### src/rtl/cu_isa_pkg.sv
// Shared ISA definitions for the compute-unit issue controller: widths,
// opcode values, instruction field positions and FSM state encoding.
package cu_isa_pkg;

   localparam int INST_WIDTH = 16;
   localparam int PC_WIDTH   = 8;
   localparam int NUM_ARRAYS = 4;
   localparam int NUM_WARPS  = 4;

   localparam logic [3:0] OP_SETMASK    = 4'h1;
   localparam logic [3:0] OP_SYNC       = 4'hE;
   localparam logic [3:0] OP_HALT       = 4'hF;
   localparam logic [3:0] OP_ARRAY_BASE = 4'h8;

   // Field slice positions inside a 16-bit instruction
   localparam int OPC_MSB  = 15;
   localparam int OPC_LSB  = 12;
   localparam int TGT_MSB  = 11;
   localparam int TGT_LSB  = 8;
   localparam int ADDR_MSB = 7;
   localparam int ADDR_LSB = 4;
   localparam int IMM_MSB  = 3;
   localparam int IMM_LSB  = 0;
   localparam int AID_MSB  = 3;
   localparam int AID_LSB  = 2;

   typedef enum logic [2:0] {
      ST_IDLE,
      ST_FETCH,
      ST_WAIT,
      ST_DECODE,
      ST_STALL,
      ST_ISSUE
   } cu_state_t;

   // Array ops occupy opcodes 8..B, i.e. the upper two opcode bits equal those of OP_ARRAY_BASE
   function automatic logic is_array_op(input logic [3:0] opc);
      return opc[3:2] == OP_ARRAY_BASE[3:2];
   endfunction

endpackage

### src/rtl/cu_issue_hazard_check.sv
// Combinational decode of the instruction register: classifies control
// opcodes and reports whether issue must stall on tensor-array busy.
module cu_issue_hazard_check
   import cu_isa_pkg::*;
(
   input  logic [INST_WIDTH-1:0] i_ir,
   input  logic [NUM_ARRAYS-1:0] i_array_busy,
   output logic                  o_is_halt,
   output logic                  o_is_sync,
   output logic                  o_is_setmask,
   output logic                  o_stall
);

   logic [3:0] w_opc;
   logic [1:0] w_aid;
   logic       w_array_hit;

   assign w_opc = i_ir[OPC_MSB:OPC_LSB];
   assign w_aid = i_ir[AID_MSB:AID_LSB];

   assign o_is_halt    = (w_opc == OP_HALT);
   assign o_is_sync    = (w_opc == OP_SYNC);
   assign o_is_setmask = (w_opc == OP_SETMASK);

   // Only the addressed array matters for an array op; SYNC waits for all of them
   assign w_array_hit = is_array_op(w_opc) & i_array_busy[w_aid];
   assign o_stall     = o_is_sync ? (|i_array_busy) : w_array_hit;

endmodule

### src/rtl/cu_issue_controller.sv
// Instruction sequencer for one compute unit: fetch by PC, decode, apply
// HALT/SYNC/SETMASK locally and hand everything else to the datapath
// over a valid/ready handshake, stalling while the target array is busy.
module cu_issue_controller
   import cu_isa_pkg::*;
(
   input  logic                  i_clk,
   input  logic                  i_rst_n,
   input  logic                  i_start,
   input  logic [PC_WIDTH-1:0]   i_start_pc,
   output logic                  o_busy,
   output logic                  o_done,
   output logic                  o_pc_overflow,
   output logic                  o_imem_req,
   output logic [PC_WIDTH-1:0]   o_imem_addr,
   input  logic                  i_imem_valid,
   input  logic [INST_WIDTH-1:0] i_imem_data,
   input  logic [NUM_ARRAYS-1:0] i_array_busy,
   output logic                  o_issue_valid,
   input  logic                  i_issue_ready,
   output logic [INST_WIDTH-1:0] o_issue_inst,
   output logic [NUM_WARPS-1:0]  o_issue_mask
);

   cu_state_t             r_state;
   logic [PC_WIDTH-1:0]   r_pc;
   logic [INST_WIDTH-1:0] r_ir;
   logic [NUM_WARPS-1:0]  r_mask;
   logic                  r_busy;
   logic                  r_done;
   logic                  r_overflow;
   logic                  r_imem_req;
   logic                  r_issue_valid;

   logic                  w_is_halt;
   logic                  w_is_sync;
   logic                  w_is_setmask;
   logic                  w_stall;
   logic [PC_WIDTH-1:0]   w_pc_inc;
   logic                  w_pc_wrap;

   cu_issue_hazard_check u_hazard (
      .i_ir         (r_ir),
      .i_array_busy (i_array_busy),
      .o_is_halt    (w_is_halt),
      .o_is_sync    (w_is_sync),
      .o_is_setmask (w_is_setmask),
      .o_stall      (w_stall)
   );

   assign w_pc_inc  = r_pc + 1'b1;
   assign w_pc_wrap = &r_pc;

   // Single FSM: sequences fetch/decode/issue and owns PC, IR, mask and all registered outputs
   always_ff @(posedge i_clk or negedge i_rst_n) begin
      if (!i_rst_n) begin
         r_state       <= ST_IDLE;
         r_pc          <= '0;
         r_ir          <= '0;
         r_mask        <= '1;
         r_busy        <= 1'b0;
         r_done        <= 1'b0;
         r_overflow    <= 1'b0;
         r_imem_req    <= 1'b0;
         r_issue_valid <= 1'b0;
      end else begin
         r_done     <= 1'b0;
         r_imem_req <= 1'b0;
         case (r_state)
            ST_IDLE: begin
               if (i_start) begin
                  r_pc       <= i_start_pc;
                  r_overflow <= 1'b0;
                  r_busy     <= 1'b1;
                  r_imem_req <= 1'b1;
                  r_state    <= ST_FETCH;
               end
            end
            ST_FETCH: begin
               r_state <= ST_WAIT;
            end
            ST_WAIT: begin
               if (i_imem_valid) begin
                  r_ir    <= i_imem_data;
                  r_state <= ST_DECODE;
               end
            end
            ST_DECODE: begin
               if (w_is_halt) begin
                  // PC is left pointing at the HALT
                  r_done  <= 1'b1;
                  r_busy  <= 1'b0;
                  r_state <= ST_IDLE;
               end else if (w_is_setmask) begin
                  r_mask     <= r_ir[IMM_MSB:IMM_LSB];
                  r_pc       <= w_pc_inc;
                  r_overflow <= r_overflow | w_pc_wrap;
                  r_imem_req <= 1'b1;
                  r_state    <= ST_FETCH;
               end else if (w_stall) begin
                  r_state <= ST_STALL;
               end else if (w_is_sync) begin
                  r_pc       <= w_pc_inc;
                  r_overflow <= r_overflow | w_pc_wrap;
                  r_imem_req <= 1'b1;
                  r_state    <= ST_FETCH;
               end else begin
                  r_issue_valid <= 1'b1;
                  r_state       <= ST_ISSUE;
               end
            end
            ST_STALL: begin
               if (!w_stall) begin
                  if (w_is_sync) begin
                     r_pc       <= w_pc_inc;
                     r_overflow <= r_overflow | w_pc_wrap;
                     r_imem_req <= 1'b1;
                     r_state    <= ST_FETCH;
                  end else begin
                     r_issue_valid <= 1'b1;
                     r_state       <= ST_ISSUE;
                  end
               end
            end
            ST_ISSUE: begin
               if (i_issue_ready) begin
                  r_issue_valid <= 1'b0;
                  r_pc          <= w_pc_inc;
                  r_overflow    <= r_overflow | w_pc_wrap;
                  r_imem_req    <= 1'b1;
                  r_state       <= ST_FETCH;
               end
            end
            default: begin
               r_state <= ST_IDLE;
            end
         endcase
      end
   end

   assign o_busy        = r_busy;
   assign o_done        = r_done;
   assign o_pc_overflow = r_overflow;
   assign o_imem_req    = r_imem_req;
   assign o_imem_addr   = r_pc;
   assign o_issue_valid = r_issue_valid;
   assign o_issue_inst  = r_ir;
   assign o_issue_mask  = r_mask;

endmodule

### config.mk
export PLATFORM = sky130hd
export DESIGN_NAME = cu_issue_controller
export DESIGN_NICKNAME = d
export VERILOG_FILES = /design/src/rtl/cu_isa_pkg.sv /design/src/rtl/cu_issue_hazard_check.sv /design/src/rtl/cu_issue_controller.sv
export SDC_FILE = /design/constraint.sdc
export NUM_CORES = 1
export LEC_CHECK = 0
export ABC_CLOCK_PERIOD_IN_PS = 3900
export CORE_MARGIN = 3
export CORE_UTILIZATION = 48
export CTS_CLUSTER_DIAMETER = 50
export DETAILED_ROUTE_END_ITERATION = 8
export GPL_TIMING_DRIVEN = 0
export PLACE_DENSITY = 0.82
export SYNTH_ARGS = -nofsm -noshare
export SYNTH_HDL_FRONTEND = slang
export SYNTH_HIERARCHICAL = 1
export SYNTH_SLANG_ARGS = --single-unit
### constraint.sdc
create_clock -name i_clk -period 3.9 [get_ports i_clk]
set_input_delay 0.585 -clock i_clk [delete_from_list [all_inputs] [get_ports i_clk]]
set_output_delay 0.585 -clock i_clk [all_outputs]
set_load 0.01 [all_outputs]
==> results.yml <==
clocking:
  cts_tree: "done"
  cts-resized-gates: 0
  cts_made_buffers: 5
  root_buffer: "clkbuf_8"
  ctsLongestPathBuffers: 2
  clk_pin_slew_ns: 0.07
  clkLatencyLatePin_ns: 0.28
  clock-sinks: 36
  htreeDepth: 2
  postCtsSetupRepairBufs: 0
  cts_hold_buf: 0
logic_synthesis:
  syn_area_um2: 1870
  synthTopCellsByCount: "32 x dfrtp_1, 20 x mux2_2, 13 x nor2_1"
  synth-main-ff-cell: "dfrtp_1"
  synth_top_area_share_pct: 42.9
  ys_seq_elements: 36
  synth_edf_count: 0
  syn_inst: 172
  synth_fp_nets: 206
  synth.distinct_cells: 47
  ys_async_sr_fraction_pct: 100
  synth-compound-area-share_pct: 16.5
  synth_top_area_cell: "dfrtp_1"
  synth_simple_gate_area_share_pct: 16.6
  yosysMostFrequentCell: "dfrtp_1"
  synth_xor_area_share_pct: 0.469
  synth.area.top_cells: "dfrtp_1 43%, mux2_2 12%, dfstp_2 5.6%"
  synthAdderAreaFrac_pct: 0.671
  synthMuxAreaShare_pct: 13.1
  syn_area_per_cell_um2: 10.8
  synth_top_family_by_area: "simple AND/OR/NAND/NOR gates"
  yosysWarningCount: 6
  seq_area_frac_synth_pct: 48.6
pwr:
  ir_worst_vdd_mv: 0.467
  p_leak_nw: 1.12
  p_per_area_nw_per_um2: 771
drt:
  dr.first_iter.drc_count: 103
  vias_per_cell: 5.53
  drc: 0
  detail-route-antenna-nets: 0
  routedWlPerCell_um: 14.7
  vias: 1621
  finalWirelength_um: 4320
  drtPass1Iterations: 5
job:
  drv_cap: 0
global_routing:
  track_usage_pct: 19.8
  overflow: 0
  grt_antenna_before_repair: 0
  grt_max_degree: 37
  grt_pass1_vias: 1449
  grt_pass1_wl_um: 6930
critical_path:
  reg2reg_depth: 8
  required_ns: 4.10
  r2r_end: "o_imem_addr[2]$_DFFE_PN0P_"
  crit_fanout: 6
  cp-end-kind: "flip-flop"
  worstPathArrival_ns: 3.10
  crit_type: "in -> reg"
  rr_startpoint: "o_issue_inst[2]$_DFFE_PN0P_"
  crit_path_start_kind: "input port"
  rrSetupSlack_ns: 1.52
sta:
  setup_tns_ns: 0
  rsz0062_at_grt: "false"
  tightest_slew_ns: 1.05
  setup_slack_ns: 1.00
  relSlewSlack_pct: 29.3
  min_period_ns: 2.90
  drv_slew: 0
  whs_ns: 0.380
  fmax_mhz: 345
  post-route-period-util_pct: 74.3
  finalHoldViolations: 0
  setup_violations: 0
  fin_skew_ns: 0.00305
outcome:
  status: "complete, no violations"
floorplanning:
  io_pins: 66
  core_um2: 3720
  fp.dieH_um: 68.3
  die_w_um: 68.3
  die-area_um2: 4670
  rows: 22
  initial_utilization_pct: 50.2
layout:
  n_antenna_cell: 0
  nets: 278
  fin_cells: 293
  drive_gt1_share_pct: 16.7
  area_growth_pct: 42.2
  final_cell_area_um2: 2650
placed_design:
  pre_cts_ws_ns: 0.774
  postPlaceCellArea_um2: 2570
  post-dp-hpwl_um: 3280
  globalplace.congestion: 0.819
  dp.cells: 285
  portBuffers: 65
min_path:
  hp-class: "in -> async"
## layout make-up
| cell class | instances | area (um^2) |
|---|---|---|
| buffer | 6 | 45.0 |
| sequential | 36 | 906 |
| clock inverter | 1 | 5.00 |
| clock buffer | 7 | 76.3 |
| inverter | 8 | 30.0 |
| tap | 48 | 60.1 |
| fill | 283 | 1060 |
| multi-input combinational | 122 | 885 |
| timing repair buffer | 65 | 646 |
## power by group
part | internal (mW) | leakage [nW] | total, mW | switching [mW]
logic | 0.598 | 0.646 | 1.10 | 0.498
registers | 0.556 | 0.427 | 0.700 | 0.144
clock network | 0.125 | 0.0422 | 0.249 | 0.124
## flip-flops by register name (all words and copies together), names as in the netlist
name	count
o_busy	1
o_issue_valid	1
o_imem_addr	8
o_pc_overflow	1
o_done	1
o_issue_inst	16
o_issue_mask	4
o_imem_req	1
r_state	3
## kinds of logic after synthesis
group,count (synthesis)
adder cells (fa/ha/maj),1
multiplexers,22
AND/OR/NAND/NOR,54
XOR/XNOR,1
AO/OA/AOI/OAI,44
flip-flops,36
buffers and inverters,14
## critical path, cell delays in order
cell and delay [ns]:
clkdlybuf4s50_1 0.41, or4_1 0.53, a211o_1 0.39, nor2b_1 0.38
o21ai_0 0.27, nand2_1 0.24, a32oi_1 0.12, o21ai_0 0.18
## cell usage in the layout, fill, tap and decap left out, types with 2 or more instances in the layout
cell,synthesis,routed
clkdlybuf4s50_1,0,64
dfrtp_1,32,32
mux2_2,20,20
nor2_1,13,13
nand2_1,11,11
o21ai_0,11,11
inv_1,8,8
a21oi_1,8,8
nand3_1,7,7
clkbuf_8,0,5
buf_4,4,4
a22oi_1,4,4
dfstp_2,4,4
nor2b_1,3,3
clkbuf_1,1,3
and3_1,3,3
o211ai_1,3,3
a32oi_1,3,3
nor4bb_1,2,2
nand2b_1,2,2
and2b_1,2,2
a21oi_2,2,2
a21o_1,2,2
mux2i_1,2,2
## through the flow
step | power [mW] | utilization [%]
2_1_floorplan | 1.32 | -
3_3_place_gp | 1.77 | 69.3
3_5_place_dp | 1.80 | 69.2
4_1_cts | 2.05 | 71.4
5_1_grt | 2.19 | 71.4
6_report | 2.05 | 71.4
## per-layer routing
layer,GRT usage (%),part of all wire [%]
met3,4.11,5.0
met4,5.96,1.1
met1,27.9,46
met2,30.4,48
met5,0,0
## worst max-delay path by stage
stage	from	to	slack (ns)	cells past startpoint
after detailed placement	i_array_busy[1]	o_imem_addr[2]$_DFFE_PN0P_	0.77	8
after global routing	i_array_busy[1]	o_imem_addr[2]$_DFFE_PN0P_	0.91	8
final	i_array_busy[1]	o_imem_addr[2]$_DFFE_PN0P_	1.00	8
after CTS	i_array_busy[1]	o_imem_addr[2]$_DFFE_PN0P_	1.05	8
after floorplan	i_array_busy[1]	o_imem_addr[5]$_DFFE_PN0P_	1.45	8
after global placement	i_array_busy[1]	o_imem_addr[2]$_DFFE_PN0P_	0.77	8
(Power assumes the default switching activity.)
==> RTL edit: new RTL, same settings <==
The 6 states of `cu_state_t` get a one-hot encoding in 6 bits.
--- a/src/rtl/cu_isa_pkg.sv
+++ b/src/rtl/cu_isa_pkg.sv
@@ -25,11 +25,11 @@
    localparam int AID_LSB  = 2;
 
-   typedef enum logic [2:0] {
-      ST_IDLE,
-      ST_FETCH,
-      ST_WAIT,
-      ST_DECODE,
-      ST_STALL,
-      ST_ISSUE
+   typedef enum logic [5:0] {
+      ST_IDLE   = 6'b000001,
+      ST_FETCH  = 6'b000010,
+      ST_WAIT   = 6'b000100,
+      ST_DECODE = 6'b001000,
+      ST_STALL  = 6'b010000,
+      ST_ISSUE  = 6'b100000
    } cu_state_t;
 
Check against the original RTL: no difference found for any inputs over 10 cycles, from zero or initial values and one cycle with i_rst_n low; not proved beyond that.
==> RTL edit against the unedited design <==
  * First-iteration DRC count up 73%
  * Power decreased by 15%
  * Sequential share of layout area down 1.0 points
  * Routed wire length grew 19%
  * Clock skew is 0.0060 ns higher
  * Worst setup slack better by 0.24 ns
  * Cell area is 12% higher
  * Synthesized area grew 16%
  * Global-route usage increased by 0.95 points
  * Register-to-register slack improved by 0.02 ns
  * Sequential cell count is 3 higher
  * Non-clock buffer count rose by 2
  * Via count increased by 15%
  * Hold slack better by 0.015 ns
  * Critical endpoint is now o_imem_addr[5]
==> RTL edit: results <==
group,metric,value,unit
critical_path,cp_slowest_cell,"or4_1",
yosys,yosys.area_share.xor_xnor,0.810,%
drt,wire_per_inst,16.0,um
drt,wl_met1,2180,um
yosys,synth_mux_area_share,11.9,%
critical_path,ff2ff_path_depth,6,
layout,fillers,298,
grt,grt_max_degree,40,
outcome,outcome,"complete, no violations",
critical_path,worstPathMaxFanout,5,
grt,grt_use_met3,7.02,%
yosys,synth-compound-area-share,17.1,%
clocking,numCtsBuffers,5,
grt,grtUsageTotal,20.7,%
grt,grt_pass1_wl,8600,um
yosys,yosys_most_used_dff,"dfrtp_1",
place,dpl.cell_count,312,
place,gp_congestion,0.875,
yosys,synthAdderAreaFrac,0.579,%
yosys,async_flop_share,100,%
grt,globalRouteMet1Util,26.6,%
pwr,power.leakage,1.24,nW
clocking,post_cts_resized,0,
yosys,ys_seq_area_share,45.4,%
drt,via_count,1863,
place,pre_cts_ws,0.952,ns
layout,instances_no_fill,320,
critical_path,cp_slowest_stage_delay,0.54,ns
critical_path,reg2reg_to,"o_imem_addr[0]",
critical_path,critical_path_arrival,2.87,ns
place,io_buffers,65,
drt,firstDrtPassIters,4,
drt,wl_met3,401,um
clocking,cts_root_buf,"clkbuf_8",
pwr,ir_drop,0.442,mV
critical_path,worstReg2RegStart,"o_issue_inst[12]",
clocking,insertion_delay,0.30,ns
drt,routed-wl-met2,2480,um
clocking,clk_pin_slew,0.08,ns
grt,grt.met2_usage,33.4,%
yosys,synth.distinct_cells,60,
layout,drive_gt1_share,20.7,%
yosys,syn_nets,231,
drt,initialDrtViolationCount,178,
clocking,cts_buffer_depth,2,
timing,clock_skew,0.00902,ns
yosys,synth_common_cells,"dfrtp_1 (34), mux2_2 (17), nand2_1 (15)",
layout,layout.nets,303,
place,dp_hpwl,3850,um
critical_path,r2r_slack,1.54,ns
place,dpl_cell_area,2870,um^2
yosys,ys.warnings.count,6,
timing,tightest_slew,0.956,ns
layout,fin_area,2960,um^2
yosys,syn_area_per_cell,11.0,um^2
clocking,htree_levels,2,
grt,grt_pass1_vias,1836,
yosys,synthTopCellsByArea,"dfrtp_1 (39%), mux2_2 (8.9%), dfstp_2 (6.1%), nand2_1 (2.6%), nand3_1 (2.1%)",
RTL edit: cell types whose count changed after synthesis, moves of 4 or more:
| cell | change |
|---|---|
| nand2_1 | +4 |
| nor3_1 | +4 |
| o21ai_0 | -6 |
| o22ai_1 | +5 |
| a21oi_1 | -4 |
RTL edit: worst max-delay path by stage:
stage | from | endpoint | slack (ns)
after floorplan | i_array_busy[1] | o_imem_addr[5] | 1.61
after global placement | i_array_busy[1] | o_imem_addr[5] | 1.0
after detailed placement | i_array_busy[1] | o_imem_addr[5] | 0.95
after CTS | i_array_busy[1] | o_imem_addr[5] | 1.26
after global routing | i_array_busy[1] | o_imem_addr[5] | 1.15
final | i_array_busy[1] | o_imem_addr[5] | 1.24
RTL edit: through the flow:
| step | hold slack [ns] | total power, mW |
|---|---|---|
| floorplan | 0.289 | 1.09 |
| global placement | 0.465 | 1.44 |
| detailed placement | 0.472 | 1.46 |
| CTS | 0.415 | 1.75 |
| global route | 0.443 | 1.86 |
| finish | 0.395 | 1.73 |
RTL edit: final cells by class:
| class | instances | area share [%] |
|---|---|---|
| inverter | 6 | 0.760 |
| clock buffer | 5 | 2.32 |
| multi-input combinational | 144 | 36.8 |
| clock inverter | 3 | 0.802 |
| buffer | 8 | 2.28 |
| timing repair buffer | 65 | 21.8 |
| tap | 50 | 2.11 |
| sequential | 39 | 33.2 |
RTL edit: power by group:
| part | leakage [nW] | switching, mW | internal, mW | total (mW) |
|---|---|---|---|---|
| Clock | 0.0408 | 0.153 | 0.128 | 0.280 |
| Combinational | 0.725 | 0.347 | 0.448 | 0.795 |
| Sequential | 0.479 | 0.123 | 0.537 | 0.660 |
| Total | 1.24 | 0.622 | 1.11 | 1.73 |
